**src/rtl/seven_seg_pkg.sv**
```systemverilog
// Shared constants and the hex-to-segment decoder for the 7-segment display
// drivers. All segment patterns are active-low in {CA,CB,CC,CD,CE,CF,CG}
// order. A 0 bit means the segment is lit.
package seven_seg_pkg;

   localparam logic [6:0] SEG_BLANK  = 7'h7F;
   localparam logic [7:0] ANODES_OFF = 8'hFF;

   function automatic logic [6:0] hex_to_seg(input logic [3:0] nib);
      logic [6:0] seg;
      seg = SEG_BLANK;
      case (nib)
         4'h0: seg = 7'b0000001;
         4'h1: seg = 7'b1001111;
         4'h2: seg = 7'b0010010;
         4'h3: seg = 7'b0000110;
         4'h4: seg = 7'b1001100;
         4'h5: seg = 7'b0100100;
         4'h6: seg = 7'b0100000;
         4'h7: seg = 7'b0001111;
         4'h8: seg = 7'b0000000;
         4'h9: seg = 7'b0000100;
         4'hA: seg = 7'b0001000;
         4'hB: seg = 7'b1100000;
         4'hC: seg = 7'b0110001;
         4'hD: seg = 7'b1000010;
         4'hE: seg = 7'b0110000;
         4'hF: seg = 7'b0111000;
         default: seg = SEG_BLANK;
      endcase
      return seg;
   endfunction

endpackage

```
**src/rtl/seven_seg_scanner_tick_gen.sv**
```systemverilog
// tick_gen: free-running prescaler. It counts 0..DIV-1 and asserts tick_o for
// the single cycle in which the count is DIV-1. The count then wraps to 0.
// Ports:
//   clk    - system clock
//   reset  - synchronous, active-high; clears the count
//   tick_o - one-cycle strobe, once every DIV cycles
module tick_gen #(
   parameter int DIV = 100000
) (
   input  logic clk,
   input  logic reset,
   output logic tick_o
);

   localparam int               CNT_W   = (DIV > 1) ? $clog2(DIV) : 1;
   localparam logic [CNT_W-1:0] CNT_MAX = CNT_W'(DIV - 1);

   logic [CNT_W-1:0] cnt_q;
   logic [CNT_W-1:0] cnt_d;

   assign tick_o = (cnt_q == CNT_MAX);

   always_comb begin
      cnt_d = cnt_q + CNT_W'(1);
      if (tick_o) begin
         cnt_d = '0;
      end
   end

   always_ff @(posedge clk) begin
      if (reset) begin
         cnt_q <= '0;
      end else begin
         cnt_q <= cnt_d;
      end
   end

endmodule

```
**src/rtl/seven_seg_scanner.sv**
```systemverilog
// seven_seg_scanner: time-multiplexed driver for a common-anode display with
// 1..8 digits. It supports frame-synchronous input capture, per-digit enable,
// decimal points, leading-zero blanking and per-digit blink.
// Ports:
//   clk, reset  - clock and synchronous active-high reset
//   data_in     - packed hex nibbles; nibble i drives digit i (0 = rightmost)
//   dp_in       - decimal point request per digit
//   digit_en    - per-digit enable
//   blink_mask  - digits that blink
//   blank_lz    - enable leading-zero blanking
//   segments    - {CA..CG}, active-low
//   dp          - decimal point segment, active-low
//   anodes      - {AN7..AN0}, one-cold, active-low
//   frame_done  - one-cycle pulse as the outputs return to digit 0
module seven_seg_scanner
   import seven_seg_pkg::*;
#(
   parameter int N_DIGITS     = 8,
   parameter int REFRESH_DIV  = 100000,
   parameter int BLINK_FRAMES = 64
) (
   input  logic                  clk,
   input  logic                  reset,
   input  logic [4*N_DIGITS-1:0] data_in,
   input  logic [N_DIGITS-1:0]   dp_in,
   input  logic [N_DIGITS-1:0]   digit_en,
   input  logic [N_DIGITS-1:0]   blink_mask,
   input  logic                  blank_lz,
   output logic [6:0]            segments,
   output logic                  dp,
   output logic [7:0]            anodes,
   output logic                  frame_done
);

   localparam int               IDX_W   = (N_DIGITS > 1) ? $clog2(N_DIGITS) : 1;
   localparam logic [IDX_W-1:0] IDX_MAX = IDX_W'(N_DIGITS - 1);
   localparam int               FR_W    = (BLINK_FRAMES > 1) ? $clog2(BLINK_FRAMES) : 1;
   localparam logic [FR_W-1:0]  FR_MAX  = FR_W'(BLINK_FRAMES - 1);

   logic tick;

   tick_gen #(.DIV(REFRESH_DIV)) u_tick_gen (
      .clk    (clk),
      .reset  (reset),
      .tick_o (tick)
   );

   // Scan state
   logic [IDX_W-1:0] idx_q, idx_d;
   logic [FR_W-1:0]  frame_cnt_q, frame_cnt_d;
   logic             blink_q, blink_d;
   logic             first_q;   // set during reset: the first live cycle takes inputs directly
   logic             adv_q;     // idx advanced on the previous edge

   // Shadow copies of the inputs, refreshed only at frame boundaries
   logic [4*N_DIGITS-1:0] data_sh_q;
   logic [N_DIGITS-1:0]   dp_sh_q, en_sh_q, blink_sh_q;
   logic                  lz_sh_q;

   // Output registers
   logic [6:0] seg_q, seg_d;
   logic [7:0] an_q, an_d;
   logic       dp_q, dp_d;
   logic       fd_q, fd_d;

   logic frame_wrap;
   logic capture;

   assign frame_wrap = tick && (idx_q == IDX_MAX);
   assign capture    = first_q || frame_wrap;

   // On the first cycle after reset the shadows are still loading. The
   // outputs therefore read the same values the shadows are about to take.
   logic [4*N_DIGITS-1:0] src_data;
   logic [N_DIGITS-1:0]   src_dp, src_en, src_blink;
   logic                  src_lz;

   assign src_data  = first_q ? data_in    : data_sh_q;
   assign src_dp    = first_q ? dp_in      : dp_sh_q;
   assign src_en    = first_q ? digit_en   : en_sh_q;
   assign src_blink = first_q ? blink_mask : blink_sh_q;
   assign src_lz    = first_q ? blank_lz   : lz_sh_q;

   // upper_zero[i]: nibbles i..N_DIGITS-1 are all zero
   logic [3:0]          nib [N_DIGITS];
   logic [N_DIGITS-1:0] upper_zero;

   generate
      for (genvar gi = 0; gi < N_DIGITS; gi++) begin : g_digit
         assign nib[gi]        = src_data[4*gi +: 4];
         assign upper_zero[gi] = (src_data[4*N_DIGITS-1:4*gi] == '0);
      end
   endgenerate

   logic blanked;

   always_comb begin
      idx_d       = idx_q;
      frame_cnt_d = frame_cnt_q;
      blink_d     = blink_q;
      if (frame_wrap) begin
         idx_d = '0;
         if (frame_cnt_q == FR_MAX) begin
            frame_cnt_d = '0;
            blink_d     = ~blink_q;
         end else begin
            frame_cnt_d = frame_cnt_q + FR_W'(1);
         end
      end else if (tick) begin
         idx_d = idx_q + IDX_W'(1);
      end
   end

   always_comb begin
      blanked = !src_en[idx_q]
             || (src_blink[idx_q] && blink_q)
             || (src_lz && (idx_q != '0) && upper_zero[idx_q]);
      an_d    = ANODES_OFF;
      seg_d   = SEG_BLANK;
      dp_d    = 1'b1;
      if (!blanked) begin
         an_d  = ANODES_OFF & ~(8'd1 << idx_q);
         seg_d = hex_to_seg(nib[idx_q]);
         dp_d  = ~src_dp[idx_q];
      end
      // The outputs settle on digit 0 one edge after idx wraps.
      fd_d = adv_q && (idx_q == '0);
   end

   always_ff @(posedge clk) begin
      if (reset) begin
         idx_q       <= '0;
         frame_cnt_q <= '0;
         blink_q     <= 1'b0;
         first_q     <= 1'b1;
         adv_q       <= 1'b0;
         data_sh_q   <= '0;
         dp_sh_q     <= '0;
         en_sh_q     <= '0;
         blink_sh_q  <= '0;
         lz_sh_q     <= 1'b0;
         seg_q       <= SEG_BLANK;
         an_q        <= ANODES_OFF;
         dp_q        <= 1'b1;
         fd_q        <= 1'b0;
      end else begin
         idx_q       <= idx_d;
         frame_cnt_q <= frame_cnt_d;
         blink_q     <= blink_d;
         first_q     <= 1'b0;
         adv_q       <= tick;
         if (capture) begin
            data_sh_q  <= data_in;
            dp_sh_q    <= dp_in;
            en_sh_q    <= digit_en;
            blink_sh_q <= blink_mask;
            lz_sh_q    <= blank_lz;
         end
         seg_q <= seg_d;
         an_q  <= an_d;
         dp_q  <= dp_d;
         fd_q  <= fd_d;
      end
   end

   assign segments   = seg_q;
   assign anodes     = an_q;
   assign dp         = dp_q;
   assign frame_done = fd_q;

endmodule

```
**config.mk**
```make
export PLATFORM = sky130hd
export DESIGN_NAME = seven_seg_scanner
export DESIGN_NICKNAME = d
export VERILOG_FILES = /design/src/rtl/seven_seg_pkg.sv /design/src/rtl/seven_seg_scanner_tick_gen.sv /design/src/rtl/seven_seg_scanner.sv
export SDC_FILE = /design/constraint.sdc
export NUM_CORES = 1
export LEC_CHECK = 0
export CORE_MARGIN = 4
export CORE_UTILIZATION = 55
export CTS_CLUSTER_SIZE = 10
export DETAILED_ROUTE_END_ITERATION = 8
export PLACE_DENSITY = 0.91
export SLEW_MARGIN = 5
export SYNTH_ARGS = -nofsm -noshare
export SYNTH_HDL_FRONTEND = slang
export SYNTH_SLANG_ARGS = --single-unit
```
**constraint.sdc**
```tcl
create_clock -name clk -period 3.7 [get_ports clk]
set_input_delay 0.37 -clock clk [delete_from_list [all_inputs] [get_ports clk]]
set_output_delay 0.37 -clock clk [all_outputs]
set_load 0.02 [all_outputs]
```
=== Word-level counts from Yosys, hierarchy flattened ===
Memory sizes are Yosys's and may differ from the RTL's. A register that Yosys moved wholly into a read port is not among the register bits.
Index checks and enable logic that the tools add are counted.

* Bits in registers: 96
* Memory bits (read-only): 112
* Input port bits: 59
* Output and inout port bits: 17
* Logic and storage cells: 69
* Memories kept: 1

* Add/subtract/negate cells: 3
* $lt $le $gt $ge: 2
* Equal/unequal tests: 3
* Shift operators: 1
* Mux-type cells: 18
* Bitwise gates (word level): 4
* Reduce and logical (&&, ||, !) cells: 23

{| class="wikitable"
|+ Memory list
! memory !! words !! width !! rd ports !! clocked after memory_dff !! wr ports !! line !! text
|-
| (name not given) || 16 || 7 || 1 || 1 || 0 || seven_seg_pkg.sv:12 || <nowiki>case (nib)</nowiki>
|}

{| class="wikitable"
|+ Operator list
! operator !! number
|-
| 32-bit zero test || 1
|-
| 32-bit two-way mux || 1
|-
| 28-bit zero test || 1
|-
| 24-bit zero test || 1
|-
| 8-bit two-way mux || 3
|-
| 20-bit zero test || 1
|-
| 17-bit by 1-bit adder with 17-bit output (second input constant) || 1
|-
| 17-bit equality test (second input constant) || 1
|-
| 16-bit zero test || 1
|-
| 1-bit binary-select mux with 3-bit select || 4
|-
| 4-bit binary-select mux with 3-bit select || 1
|-
| 12-bit zero test || 1
|-
| 8-bit zero test || 1
|-
| 4-bit two-way mux || 2
|-
| 8-bit inverter || 1
|-
| 1-bit by 3-bit left shift with 8-bit output (first input constant) || 1
|-
| 6-bit by 1-bit adder with 6-bit output (second input constant) || 1
|-
| 6-bit equality test (second input constant) || 1
|-
| 1-bit two-way mux || 6
|-
| 6-bit two-way mux || 1
|-
| 2-bit OR reduction || 3
|-
| 1-bit logical AND || 5
|-
| 4-bit greater-or-equal comparator (second input constant) || 1
|-
| 4-bit zero test || 1
|-
| 10 further kinds || 13
|}

=== Logic depth before layout (Yosys ltp) ===
* Depth in word-level cells: 7
* Mapped depth: 14
* Mapped depth without buffers: 10

=== Modules after synthesis ===
From an unflattened synthesis, not the netlist that was laid out.

* Cell total of the unflattened synthesis: 578
* Area total of the unflattened synthesis: 5265.0 um^2

{| class="wikitable"
|+ Modules (own cells, without submodules)
! module !! times used !! cells an instance !! area an instance (um^2)
|-
| seven_seg_scanner || 1 || 490 || 4468.0
|-
| tick_gen || 1 || 88 || 797.0
|}

=== Worst setup path before layout ===
Ideal clock, no wire load.

* Path type: register to register
* Start point: reg first_q
* End point: reg seg_q[6], in the netlist segments[6]
* Setup time: 0.082 ns
* Data arrival time: 2.635 ns
* Setup slack: 0.983 ns
* Cell stages (with the launch flop): 14
* Clock period less this slack: 2.717 ns
* Cell sequence: dfxtp_1 buf_6 buf_6 buf_6 buf_6 mux4_2 o22ai_1 nor2_1 inv_1 ha_1 inv_1 or4_4 o31a_1 o2111ai_1

* Word-level cells in the longest chain between the ends: 7
* Elaborated cells between the ends (all ways): 28
* Those cells by class: mux (13); reduce/logical (15)

{| class="wikitable"
|+ Ends and longest elaborated chain
! what !! line !! text
|-
| start: declaration || seven_seg_scanner.sv:52 || <nowiki>logic first_q;</nowiki>
|-
| start signal: assignment || seven_seg_scanner.sv:135 || <nowiki>first_q <= 1'b1;</nowiki>
|-
| start signal: assignment || seven_seg_scanner.sv:150 || <nowiki>first_q <= 1'b0;</nowiki>
|-
| 32-bit two-way mux, or another cell as far along || seven_seg_scanner.sv:78 || <nowiki>assign src_data = first_q ? data_in : data_sh_q;</nowiki>
|-
| 32-bit zero test, or another cell as far along || seven_seg_scanner.sv:91 || <nowiki>assign upper_zero[gi] = (src_data[4*N_DIGITS-1:4*gi] == '0);</nowiki>
|-
| 1-bit binary-select mux with 3-bit select, or another cell as far along || seven_seg_scanner.sv:117 || <nowiki>|| (src_lz && (idx_q != '0) && upper_zero[idx_q]);</nowiki>
|-
| 1-bit two-way mux (not written as such), or another cell as far along || seven_seg_scanner.sv:117 ||
|-
| 1-bit logical AND / 1-bit logical OR (equally long branches) || seven_seg_scanner.sv:117, seven_seg_scanner.sv:116 ||
|-
| 1-bit logical OR || seven_seg_scanner.sv:117 ||
|-
| 2-bit OR reduction (no line) || -- ||
|-
| end: declaration || seven_seg_scanner.sv:61 || <nowiki>logic [6:0] seg_q, seg_d;</nowiki>
|}

Parallel ways exist; a longest one is shown, timed or not. The select of a mux whose other input is x is not followed.
A chain may end at the register's enable or synchronous reset.

=== Final worst setup path ===
Ends and elaborated chain as after synthesis.

==> results by group <==
Run status
  • Status: complete, no violations

CTS
  • CTS H-tree depth: 3
  • PostCTS Resize Cnt: 0
  • CTS tree: built
  • Root Driver: clkbuf_8
  • Hold buffers post-CTS: 0
  • Sink Count: between 100 and 150
  • TritonCTS buffer count: 9
  • Worst-Skew Late Latency: 0.37 ns
  • CTS max path bufs: 2
  • Clk slew on worst S/H paths: 0.10 ns
  • # Post-CTS Setup Buffers: 0

Global routing
  • Largest net degree at the start of global routing: 58
  • Vias in the first global route: 4,437
  • Initial antenna violation count: 0
  • Gr busiest metal: met2
  • GR Util met2: 0.399
  • First-pass GRT wire length: 21.3 mm
  • Grt met3 use: 0.0563
  • Met1 Resource Use GR: 0.280
  • Overflow left after global routing: 0
  • Global Route Usage Sum: 0.234

Setup path
  • R2R setup slack: ~0.63 ns
  • Crit path buffers/inverters: 3
  • Max incr delay on CP: slightly above 0.8 ns
  • Worst r2r src: first_q$_DFF_P_
  • R2R cell count: 11
  • Crit-path most repeated cell: inv_1
  • Critical Path End Type: flop
  • CP startpoint kind: flop
  • CP Max Fanout: 24
  • Crit path cell chain: buf_4, mux2i_1, o221ai_1, a21oi_1, nor2_1, inv_1, ha_1, inv_1, or4_4, o31a_1, o2111ai_1
  • Worst EP arrival: between 3 and 4 ns
  • Setup crit start: first_q$_DFF_P_
  • CP max stage cell: dfxtp_2
  • Worst path required time: a little under 4 ns
  • CP Depth: 11
  • Kind of critical path: reg -> reg
  • CP top delay family: flip-flops

Logic synthesis
  • Register area share after synthesis: 0.393
  • Yosys warns: 0
  • Mapped Area: around 5200 sq um
  • Synthesized instance count: 519
  • Most frequently used flop master after synthesis: dfxtp_1
  • Syn_nets: 591
  • Post-synth ARST share: 0
  • Post-synth top area share: 0.393
  • Post-synth EDFFs: 0
  • FF+latch count, synth: 103
  • Top cell type by total area after synthesis: dfxtp_1
  • Syn_area_per_cell: a little over 10 sq um
  • Top post-synthesis cells by area: dfxtp_1 (39%), mux2i_1 (14%), mux4_2 (9.0%)
  • Post-synth cell types: 56

Worst hold path
  • Min-Delay Path Class: reg -> reg
  • Min-delay src: adv_q$_SDFF_PP0_
  • Hold path cells: 2

Die
  • Core ar.: 9240 sq um
  • Die W: 106 um
  • Total I/O pin count: 76
  • Row Count: 35
  • Die ar.: 11,200 sq um
  • Die height: 106 um
  • Initial core utilization: 0.568

Final layout
  • Final core occ: 0.671
  • Most common cell after layout, fill and taps aside: dfxtp_1
  • Most frequent cells in the layout: dfxtp_1 (102), nor2_1 (97), mux2i_1 (74), clkdlybuf4s50_1 (74)
  • Fillers: about 700
  • Final net count: 652
  • # diodes: 0
  • Non-Filler Instances: 714
  • Design Area, Final: 6200 sq um
  • Layout cells sized above 1: 0.111
  • Synthesis-to-finish area growth: 18.1%

Power
  • Sw Ratio: 0.267
  • Net Sw Power: 603 uW
  • Power per cell area: between 300 and 400 nW/um^2
  • Internal power: between 1.5 and 2 mW
  • Worst vdd ir: between 0.0002 and 0.00025 V
  • Share of power burned in registers: 0.528
  • Lkg Pwr: 2.45 nW
  • Combinational power share: 0.149
  • Power Total: 2.26 mW
  • Clock power share: 0.323

Placed design
  • Post-DP Area: between 5000 and 6000 sq um
  • Pre-CTS setup slack: between 0.7 and 0.8 ns
  • Dpl hpwl: 9.28 mm
  • Gpl congestion: 0.904
  • Placed cells: 698
  • I/O Buffers: 75

Timing
  • Period utilisation layout: 0.829
  • Setup Total Neg Slack: 0 ns
  • Hold Vio Cnt, Final: 0
  • Worst slew pin tran: 0.734 ns
  • Hold WS: 0.434 ns
  • Finish-stage setup viols: 0
  • Post-route setup slack: around 0.63 ns
  • Slew HR: 0.511
  • Max Transition Viols Final: 0
  • Post-layout minimum cycle time: just over 3 ns
  • RSZ-0062 raised after global routing: no
  • Fmax: between 0.3 and 0.4 GHz
  • Clock Skew: 0.0122 ns

Drt
  • Vias: approximately 4,300
  • DRT Pass-1 Iters: 5
  • Drc violations: 0
  • Initial drt markers: 279
  • Post-Route WL: 12.9 mm
  • Final ANT Viol Nets: 0
  • Avg WL per Cell: 18.0 um
  • Via density: 6.01

Run
  • MaxCap Viol Count: 0
[per-layer routing]
| metal | part of all wire | wire [um] | up-vias |
|---|---|---|---|
| li1 | - | - | 1997 |
| met1 | 0.39 | 4960 | 2038 |
| met2 | 0.50 | 6460 | 211 |
| met3 | 0.079 | 1020 | 46 |
| met4 | 0.032 | 411 | 0 |
| met5 | 0 | 0 | - |
[worst paths after layout]
check	endpoint
max	segments[6]$_SDFF_PP1_
min	frame_done$_SDFF_PP0_
max reg2reg	segments[6]$_SDFF_PP1_
min reg2reg	frame_done$_SDFF_PP0_
[registers in the layout, summed over array words and instances (netlist names)]
register          cells
data_sh_q            32
u_tick_gen.cnt_q     17
anodes                8
blink_sh_q            8
dp_sh_q               8
en_sh_q               8
segments              7
frame_cnt_q           6
idx_q                 3
adv_q                 1
blink_q               1
dp                    1
first_q               1
frame_done            1
lz_sh_q               1
[synthesized netlist by cell type (10+ instances only)]
| cell type | instances |
|---|---|
| buf_6 | 11 |
| clkbuf_1 | 10 |
| dfxtp_1 | 103 |
| ha_1 | 13 |
| mux2i_1 | 74 |
| mux4_2 | 21 |
| nand2_1 | 22 |
| nand3_1 | 22 |
| nand4_1 | 10 |
| nor2_1 | 98 |
| nor4_1 | 14 |
| xor2_1 | 12 |
[cells by family (layout without fill, tap and decap cells)]
kind of cell,count (synthesis),in the layout,synth area share
and+or+nand+nor,196,196,0.179
DFF,103,103,0.393
muxes,101,101,0.246
buffers and inverters,44,110,0.0530
AOI/OAI and AO/OA,41,41,0.0625
xor gates and xnor gates,21,21,0.0351
adders and majority gates,13,13,0.0310
[power groups by stage]
stage,logic [mW],registers (mW),clock network [mW]
after CTS,0.335,1.19,0.737
final,0.337,1.19,0.730
after global routing,0.364,1.20,0.786
after floorplan,0.215,1.21,0
after detailed placement,0.331,1.22,0
after global placement,0.317,1.21,0
[worst reg2reg max path: cells and delay by family, from the launching register on]
kind            cells  cell delay (ns)
fa+ha+maj           1             0.18
simple gates        2             0.67
mux                 1             0.22
buf+inv             3             0.52
flops               1             0.82
compound gates      4             0.57
[cell type report]
cell class | instances | area, sq um | share of cell area
Multi-Input combinational cell | 372 | 2910 | 0.470
Timing Repair Buffer | 82 | 811 | 0.131
Clock buffer | 9 | 124 | 0.0200
Clock inverter | 7 | 78.8 | 0.0127
Inverter | 12 | 45.0 | 0.00727
Tap cell | 129 | 161 | 0.0261
Sequential cell | 103 | 2060 | 0.333
No activity file was read; power rests on OpenSTA's default activity.
